### src/rtl/lsu_pkg.sv
// Shared types for the load/store unit: opcode constants, access size,
// FSM states and the opcode decoder.
package lsu_pkg;

  localparam logic [5:0] PO_LBZ = 6'd34;
  localparam logic [5:0] PO_LHZ = 6'd40;
  localparam logic [5:0] PO_LHA = 6'd42;
  localparam logic [5:0] PO_LWZ = 6'd32;
  localparam logic [5:0] PO_LD  = 6'd58;
  localparam logic [5:0] PO_STB = 6'd38;
  localparam logic [5:0] PO_STH = 6'd44;
  localparam logic [5:0] PO_STW = 6'd36;
  localparam logic [5:0] PO_STD = 6'd62;

  // Encoded as log2 of the byte count.
  typedef enum logic [1:0] {SZ_B, SZ_H, SZ_W, SZ_D} size_e;

  typedef enum logic [2:0] {
    ST_IDLE, ST_BEAT0, ST_RD0, ST_BEAT1, ST_RD1, ST_DONE
  } state_e;

  typedef struct packed {
    logic  legal;
    logic  is_store;
    size_e size;
    logic  sign;
  } po_info_t;

  function automatic po_info_t decode_po(input logic [5:0] po);
    po_info_t info;
    info.legal    = 1'b1;
    info.is_store = 1'b0;
    info.size     = SZ_B;
    info.sign     = 1'b0;
    case (po)
      PO_LBZ: info.size = SZ_B;
      PO_LHZ: info.size = SZ_H;
      PO_LHA: begin info.size = SZ_H; info.sign = 1'b1; end
      PO_LWZ: info.size = SZ_W;
      PO_LD:  info.size = SZ_D;
      PO_STB: begin info.size = SZ_B; info.is_store = 1'b1; end
      PO_STH: begin info.size = SZ_H; info.is_store = 1'b1; end
      PO_STW: begin info.size = SZ_W; info.is_store = 1'b1; end
      PO_STD: begin info.size = SZ_D; info.is_store = 1'b1; end
      default: info.legal = 1'b0;
    endcase
    return info;
  endfunction

endpackage

### src/rtl/lsu_align.sv
// Combinational alignment: byte-enable mask, store data shift and
// load data extraction with zero/sign extension.
module lsu_align
  import lsu_pkg::*;
(
  input  logic [2:0]   off,
  input  size_e        size,
  input  logic         sign,
  input  logic [63:0]  wdata,
  input  logic [63:0]  rd0,
  input  logic [63:0]  rd1,
  output logic         split,
  output logic [15:0]  mask,
  output logic [127:0] wshift,
  output logic [63:0]  rdata
);

  logic [3:0]  nbytes;
  logic [63:0] raw;

  always_comb begin
    nbytes = 4'd1 << size;
    split  = ({1'b0, off} + nbytes) > 4'd8;
    mask   = ((16'd1 << nbytes) - 16'd1) << off;
    wshift = {64'd0, wdata} << {off, 3'b000};
    raw    = 64'({rd1, rd0} >> {off, 3'b000});
    case (size)
      SZ_B:    rdata = {56'd0, raw[7:0]};
      SZ_H:    rdata = sign ? {{48{raw[15]}}, raw[15:0]} : {48'd0, raw[15:0]};
      SZ_W:    rdata = {32'd0, raw[31:0]};
      default: rdata = raw;
    endcase
  end

endmodule

### src/rtl/load_store_unit.sv
// Load/store stage: one request in flight, doubleword-crossing accesses
// split into two RAM beats, load results extended to 64 bits.
module load_store_unit
  import lsu_pkg::*;
#(
  parameter int ADDR_W = 16
) (
  input  logic              clk,
  input  logic              rst_n,
  input  logic              req_valid,
  output logic              req_ready,
  input  logic [5:0]        req_po,
  input  logic [ADDR_W-1:0] req_addr,
  input  logic [63:0]       req_wdata,
  output logic              resp_valid,
  output logic [63:0]       resp_rdata,
  output logic              resp_err,
  output logic              mem_en,
  output logic              mem_we,
  output logic [ADDR_W-4:0] mem_addr,
  output logic [7:0]        mem_be,
  output logic [63:0]       mem_wdata,
  input  logic [63:0]       mem_rdata
);

  state_e              state_q, state_d;
  logic [5:0]          po_q, po_d;
  logic [ADDR_W-1:0]   addr_q, addr_d;
  logic [63:0]         wdata_q, wdata_d;
  logic [63:0]         rd0_q, rd0_d;
  logic [63:0]         rd1_q, rd1_d;

  po_info_t            info_q, info_in;
  logic                accept;
  logic                split;
  logic [15:0]         mask;
  logic [127:0]        wshift;
  logic [63:0]         ext_rdata;
  logic [ADDR_W-4:0]   idx0, idx1;

  always_comb begin
    info_in = decode_po(req_po);
    info_q  = decode_po(po_q);
    accept  = req_valid && (state_q == ST_IDLE);
    idx0    = addr_q[ADDR_W-1:3];
    idx1    = idx0 + {{(ADDR_W-4){1'b0}}, 1'b1};
  end

  lsu_align u_align (
    .off    (addr_q[2:0]),
    .size   (info_q.size),
    .sign   (info_q.sign),
    .wdata  (wdata_q),
    .rd0    (rd0_q),
    .rd1    (rd1_q),
    .split  (split),
    .mask   (mask),
    .wshift (wshift),
    .rdata  (ext_rdata)
  );

  always_ff @(posedge clk or negedge rst_n) begin
    if (!rst_n) begin
      state_q <= ST_IDLE;
      po_q    <= '0;
      addr_q  <= '0;
      wdata_q <= '0;
      rd0_q   <= '0;
      rd1_q   <= '0;
    end else begin
      state_q <= state_d;
      po_q    <= po_d;
      addr_q  <= addr_d;
      wdata_q <= wdata_d;
      rd0_q   <= rd0_d;
      rd1_q   <= rd1_d;
    end
  end

  always_comb begin
    state_d = state_q;
    case (state_q)
      ST_IDLE:  if (accept) state_d = info_in.legal ? ST_BEAT0 : ST_DONE;
      ST_BEAT0: state_d = !info_q.is_store ? ST_RD0 : (split ? ST_BEAT1 : ST_DONE);
      ST_RD0:   state_d = split ? ST_BEAT1 : ST_DONE;
      ST_BEAT1: state_d = info_q.is_store ? ST_DONE : ST_RD1;
      ST_RD1:   state_d = ST_DONE;
      ST_DONE:  state_d = ST_IDLE;
      default:  state_d = ST_IDLE;
    endcase
  end

  // rd1 is cleared on accept so an unsplit load sees zero in the upper half.
  always_comb begin
    po_d    = po_q;
    addr_d  = addr_q;
    wdata_d = wdata_q;
    rd0_d   = rd0_q;
    rd1_d   = rd1_q;
    if (accept) begin
      po_d    = req_po;
      addr_d  = req_addr;
      wdata_d = req_wdata;
      rd0_d   = '0;
      rd1_d   = '0;
    end
    if (state_q == ST_RD0) rd0_d = mem_rdata;
    if (state_q == ST_RD1) rd1_d = mem_rdata;
  end

  always_comb begin
    req_ready  = (state_q == ST_IDLE);
    resp_valid = 1'b0;
    resp_err   = 1'b0;
    resp_rdata = '0;
    mem_en     = 1'b0;
    mem_we     = 1'b0;
    mem_addr   = '0;
    mem_be     = '0;
    mem_wdata  = '0;
    case (state_q)
      ST_BEAT0: begin
        mem_en    = 1'b1;
        mem_we    = info_q.is_store;
        mem_addr  = idx0;
        mem_be    = mask[7:0];
        mem_wdata = info_q.is_store ? wshift[63:0] : '0;
      end
      ST_BEAT1: begin
        mem_en    = 1'b1;
        mem_we    = info_q.is_store;
        mem_addr  = idx1;
        mem_be    = mask[15:8];
        mem_wdata = info_q.is_store ? wshift[127:64] : '0;
      end
      ST_DONE: begin
        resp_valid = 1'b1;
        resp_err   = !info_q.legal;
        resp_rdata = (info_q.legal && !info_q.is_store) ? ext_rdata : '0;
      end
      default: ;
    endcase
  end

endmodule

### config.mk
export PLATFORM = sky130hd
export DESIGN_NAME = load_store_unit
export DESIGN_NICKNAME = d
export VERILOG_FILES = /design/src/rtl/lsu_pkg.sv /design/src/rtl/lsu_align.sv /design/src/rtl/load_store_unit.sv
export SDC_FILE = /design/constraint.sdc
export NUM_CORES = 1
export LEC_CHECK = 0
export ABC_CLOCK_PERIOD_IN_PS = 7200
export CAP_MARGIN = 25
export CORE_UTILIZATION = 35
export CTS_BUF_LIST = sky130_fd_sc_hd__clkbuf_4 sky130_fd_sc_hd__clkbuf_8 sky130_fd_sc_hd__clkbuf_16
export DETAILED_ROUTE_END_ITERATION = 10
export GPL_TIMING_DRIVEN = 0
export HOLD_SLACK_MARGIN = 0.1
export SLEW_MARGIN = 20
export SYNTH_ARGS = -nofsm -noshare
export SYNTH_HDL_FRONTEND = slang
export SYNTH_SLANG_ARGS = --single-unit
### constraint.sdc
create_clock -name clk -period 7.2 [get_ports clk]
set_clock_uncertainty 0.1 [all_clocks]
set_input_delay 1.08 -clock clk [delete_from_list [all_inputs] [get_ports clk]]
set_output_delay 1.08 -clock clk [all_outputs]
set_load 0.01 [all_outputs]
# After elaboration in Yosys (flattened, before gate mapping)
# Cells that the tools add are included.
# totals
ramBits	0
regBits	217
wordCells	83
output_inout_bits	154
mem_bits_ro	0
latch_bits	0
in_bits	153
n_memories	0
# classes
addsub	3
n_eq_ne	26
bitwise	0
n_lt_le_gt_ge	1
n_reduce_logical	15
n_mux	27
div	0
n_mul	0
shifts	5
# op_table
op	n
2-to-1 mux 64 bit	8
case mux 64 bit (3 select lines)	1
case mux 64 bit (2 select lines)	1
<< shifter 64 x 6 -> 128 bit	1
>> shifter 128 x 6 -> 64 bit	1
equality test 6 bit, second input constant	18
case mux 13 bit (2 select lines)	1
OR reduction 9 bit	2
case mux 8 bit (2 select lines)	1
<< shifter 1 x 4 -> 16 bit, first input constant	1
<< shifter 16 x 3 -> 16 bit	1
subtractor 16 x 1 -> 16 bit, second input constant	1
case mux 3 bit (5 select lines)	1
adder 13 x 1 -> 13 bit, second input constant	1
2-to-1 mux 3 bit	4
2-to-1 mux 1 bit	9
equality test 3 x 2 -> 1 bit, second input constant	2
equality test 3 bit, second input constant	2
case mux 2 bit (3 select lines)	1
OR reduction 2 bit	3
adder 3 x 4 -> 4 bit	1
greater-than comparator 4 bit, second input constant	1
nonzero test 2 bit	2
OR reduction 4 bit	1
other kinds (10)	12

# Logic depth before layout (Yosys ltp)
# Gate-level depths: netlist of run 1.
# logic_depth
ltp_word	9
mapped_depth	11
ltp_nobuf	9

# By module
# From an unflattened synthesis of run 1, not the netlist that was laid out.
# hier_totals
cells_unflattened	1863
area_unflattened_um2	16636.0
# modules_own_cells
module	area_each_um2	seq_area_each_um2	n_inst	cells_per_inst
load_store_unit	10734.0	5430.2	1	1075
lsu_align	5901.9	0.0	1	788

# Least setup slack after synthesis of run 1
# OpenSTA, ideal clock, no wires.
# synth_timing
path_kind	register to output
start	reg addr_q[1]
end	out resp_rdata[22]
path_buffers	3
arrival_time_ns	2.044
path_stages_with_launch	8
path_slack_ns	3.976
required_time_ns	6.020
path_cell_list	dfrtp_1 > buf_6 > mux2i_1 > mux4_2 > or4_1 > buf_2 > buf_6 > a21oi_1
# synth_via
elab_chain_cells	5
# synth_lines
element	line_no	source
from (decl)	load_store_unit.sv:28	logic [ADDR_W-1:0] addr_q, addr_d;
from (signal assigned)	load_store_unit.sv:73	addr_q <= addr_d;
>> shifter 128 x 6 -> 64 bit (*)	lsu_align.sv:26	raw = 64'({rd1, rd0} >> {off, 3'b000});
2-to-1 mux 64 bit	lsu_align.sv:29	SZ_H: rdata = sign ? {{48{raw[15]}}, raw[15:0]} : {48'd0, raw[15:0]};
case mux 64 bit (3 select lines) (*)	lsu_align.sv:27	case (size)
2-to-1 mux 64 bit (*)	load_store_unit.sv:139	resp_rdata = (info_q.legal && !info_q.is_store) ? ext_rdata : '0;
2-to-1 mux 64 bit (*)	load_store_unit.sv:121	case (state_q)
to (decl)	load_store_unit.sv:16	output logic [63:0] resp_rdata,
# Every way passes the cells marked *; elsewhere a longest branch is shown, timed or not.

# Worst setup path in the final report of run 1
# layout_timing
start	reg addr_q[0]
end	out resp_rdata[39]
# The elaborated chain is that of the path after synthesis.

==> results of run 1 <==
logic make-up (layout without fill, tap and decap cells):
logic type / count (synthesis) / after routing
compound gates: 386 / 386
mux: 280 / 280
buf+inv: 151 / 505
fa+ha+maj: 5 / 5
simple gates: 272 / 272
xor+xnor: 12 / 12
flops: 209 / 209
worst paths after layout:
check                          start             end  slack (ns)
min                            rst_n       rd1_q[27]        0.34
max                        addr_q[0]  resp_rdata[39]        1.66
max reg2reg                  po_q[1]      state_q[1]        3.69
max in group asynchronous      rst_n      addr_q[13]        5.50
min in group clk           rd1_q[51]       rd1_q[51]        0.42
min reg2reg                rd1_q[51]       rd1_q[51]        0.42
worst max-delay path, cell delays in order (launching register included):
cell	delay [ns]
dfrtp_1	0.47
buf_2	0.28
buf_2	0.37
clkbuf_1	0.74
clkbuf_1	0.69
o211ai_1	0.20
a31oi_1	0.44
clkdlybuf4s50_1	0.63
layout make-up:
class,count,area (um2)
Inverter,16,60.1
Tap cell,525,657
Fill cell,3729,21100
Sequential cell,209,5230
Timing Repair Buffer,309,3130
Clock inverter,8,80.1
Buffer,135,584
Clock buffer,37,788
Multi-Input combinational cell,955,8430
cell usage in the layout, fill, tap and decap left out, drive strengths merged, types with 4 or more instances in the layout:
| cell | n |
|---|---|
| clkinv | 4 |
| nand2b | 6 |
| clkdlybuf4s50 | 305 |
| a22o | 121 |
| ha | 4 |
| clkbuf | 118 |
| mux4 | 100 |
| o211ai | 14 |
| a21oi | 55 |
| dfrtp | 209 |
| and2 | 19 |
| a31oi | 33 |
| xor2 | 10 |
| nor4 | 6 |
| nand4 | 7 |
| o21ai | 39 |
| mux2i | 72 |
| nor2b | 4 |
| buf | 58 |
| o31a | 8 |
| mux2 | 108 |
| inv | 17 |
| nand2 | 148 |
| a22oi | 34 |
| nand3 | 12 |
| o2bb2ai | 15 |
| o22ai | 37 |
| nor3 | 10 |
| o32ai | 9 |
| a2bb2oi | 8 |
| nor2 | 38 |
cells in the mapped netlist, types with 12 or more instances:
cell type,number
mux4_2,100
a21oi_1,55
nor2_1,37
clkbuf_1,81
a22o_1,121
mux2i_1,72
a22oi_1,34
nand3_1,12
o2bb2ai_1,15
a31oi_1,33
o21ai_0,39
dfrtp_1,209
and2_1,19
mux2_2,108
o22ai_1,37
inv_1,15
o211ai_1,14
nand2_1,146
buf_2,44
sequential cells by signal (all words and copies together) (netlist names):
name / flops
addr_q: 16
rd1_q: 56
wdata_q: 64
po_q: 6
rd0_q: 64
state_q: 3
power by group through the flow:
stage	combinational [mW]	clock (mW)	sequential [mW]
finish	4.82	1.33	2.44
global route	5.10	1.39	2.47
CTS	4.71	1.35	2.38
detailed placement	4.69	0	2.39
global placement	4.66	0	2.39
floorplan	3.36	0	2.00
stage by stage:
step | utilization | TNS [ns]
floorplan | - | 0
global route | 0.474 | 0
finish | 0.474 | 0
CTS | 0.474 | 0
global placement | 0.450 | -819.46
detailed placement | 0.452 | 0
metal layers:
layer  share of wire  GRT usage
met1            0.43      0.474
met2            0.43      0.457
met3            0.11     0.0855
met4           0.031     0.0941
met5               0          0
==> flow_metrics.tcl, run 1 <==
set metrics [dict create \
    dp_hpwl_um 53100 \
    dpl_cell_area_um2 18100 \
    viasPerCell 6.28 \
    firstDrtPassIters 5 \
    hold_buffers 0 \
    r2r_cells 10 \
    totalWireLength_um 67600 \
    critical_path_class "reg -> out" \
    yosys-mux-area-fraction 0.293 \
    synth-seq-cells 209 \
    rows 73 \
    power.share.clock 0.155 \
    synth_fa_ha_area_frac 0.00490 \
    clkLatencyLatePin_ns 0.55 \
    drv_slew 0 \
    syn_area_per_cell_um2 10.9 \
    dr.first_iter.drc_count 1748 \
    grt_pass1_wl_um 96900 \
    grtUsageTotal 0.322 \
    timing.hold.ws_ns 0.337 \
    postCtsSetupBuffers 0 \
    synth_area_leaders "dfrtp_1 (37%), mux4_2 (16%), mux2_2 (8.5%)" \
    clkTransAtPathRegs_ns 0.08 \
    core_um2 40000 \
    cts_root_buf "clkbuf_16" \
    synth-simple-area-share 0.0885 \
    drc 0 \
    detail_route.wl_per_cell_um 30.8 \
    combPwrFrac 0.561 \
    syn_nets 1473 \
    pwr-share-seq 0.284 \
    synth_top_family_by_area "multiplexers" \
    yosysWarningCount 0 \
    die_area_um2 41700 \
    numPortBuffers 306 \
    maxSlewHeadroom 0.243 \
    gp_congestion 0.999 \
    syn_area_um2 14300 \
    die_x_um 204 \
    ir_drop_mv 0.206 \
    outcome "finished clean" \
    pin_count 307 \
    dp_slack_ns 2.30 \
    hold_path_class "in -> async" \
    fp.dieH_um 204 \
    cts_tree "built" \
    worstSetupEndpointType "primary output" \
    leakage_nw 7.32 \
    cts.path.max_buffers 3 \
    htreeDepth 1 \
    dp.cells 2149 \
    yosys.area.top_type_share 0.366 \
    p_sw_frac 0.462 \
    overflow 0 \
    design_area_um2 19000 \
    synth_xor_area_frac 0.00735 \
    grt_max_degree 90 \
    hold_violations 0 \
    cts_made_buffers 26 \
    initial_core_util 0.357 \
    period_share 0.770 \
    fin_crit_ns 5.54 \
    powerDensity_nw_per_um2 453 \
    diodes 0 \
    fin_nets 1810 \
    drive_gt1_frac 0.188 \
    cp_max_fo 10 \
    power_mw 8.59 \
    max_freq_ghz 0.180 \
    rsz0062_at_grt "false" \
    required_ns 6.02 \
    drv_cap 0 \
    ys_types 60 \
    cp.arrival_ns 4.36 \
    cts_sinks 209 \
    layout_setup_ws_ns 1.66 \
    power_switching_mw 3.97 \
    seq_area_frac_synth 0.366 \
    startpoint_type "register" \
    post_cts_resize_count 0 \
    tightest_slew_ns 1.13 \
    antenna_found_initial 0 \
    ant_nets 0 \
    synth_ff_type "dfrtp_1" \
    synthToLayoutAreaGrowth_pct 32.6 \
    num_vias 13774 \
    synth_edf_count 0 \
    grt_pass1_vias 13580 \
    synthArstFlopShare 1.00 \
    syn_inst 1315 \
    fin_cells 2194 \
    setup_viol 0 \
    p_int_mw 4.62 \
    synth_top_cell_by_area "dfrtp_1" \
    synth_compound_area_frac 0.195 \
]
No activity file was read; power rests on OpenSTA's default activity.
==> run 2, diff against run 1 <==
- ABC_CLOCK_PERIOD_IN_PS: 7200 -> 5500
- clock period: 7.2 -> 5.5 ns (I/O delays scaled with it)
==> results of run 2 <==
Same layout as run 1 (identical final DEF). Status: finished clean.
Among the figures that moved: setup slack after placement 2.30 ns -> 0.853 ns; setup slack after layout 1.66 ns -> 0.213 ns; hold slack 0.337 ns -> 0.0823 ns; register-to-register setup slack 3.69 ns -> 1.99 ns; total power 8.59 mW -> 11.2 mW; worst IR drop on VDD 0.206 mV -> 0.270 mV
==> run 3, diff against run 2 <==
- ABC_CLOCK_PERIOD_IN_PS: 5500 -> 6300
- SETUP_SLACK_MARGIN: default -> 0.5
- clock period: 5.5 -> 6.3 ns (I/O delays scaled with it)
==> results of run 3 <==
Same layout as run 1 (identical final DEF). Status: finished clean.
Among the figures that moved: setup slack after placement 2.30 ns -> 1.53 ns; setup slack after layout 1.66 ns -> 0.893 ns; hold slack 0.337 ns -> 0.202 ns; register-to-register setup slack 3.69 ns -> 2.79 ns; total power 8.59 mW -> 9.82 mW; worst IR drop on VDD 0.206 mV -> 0.236 mV
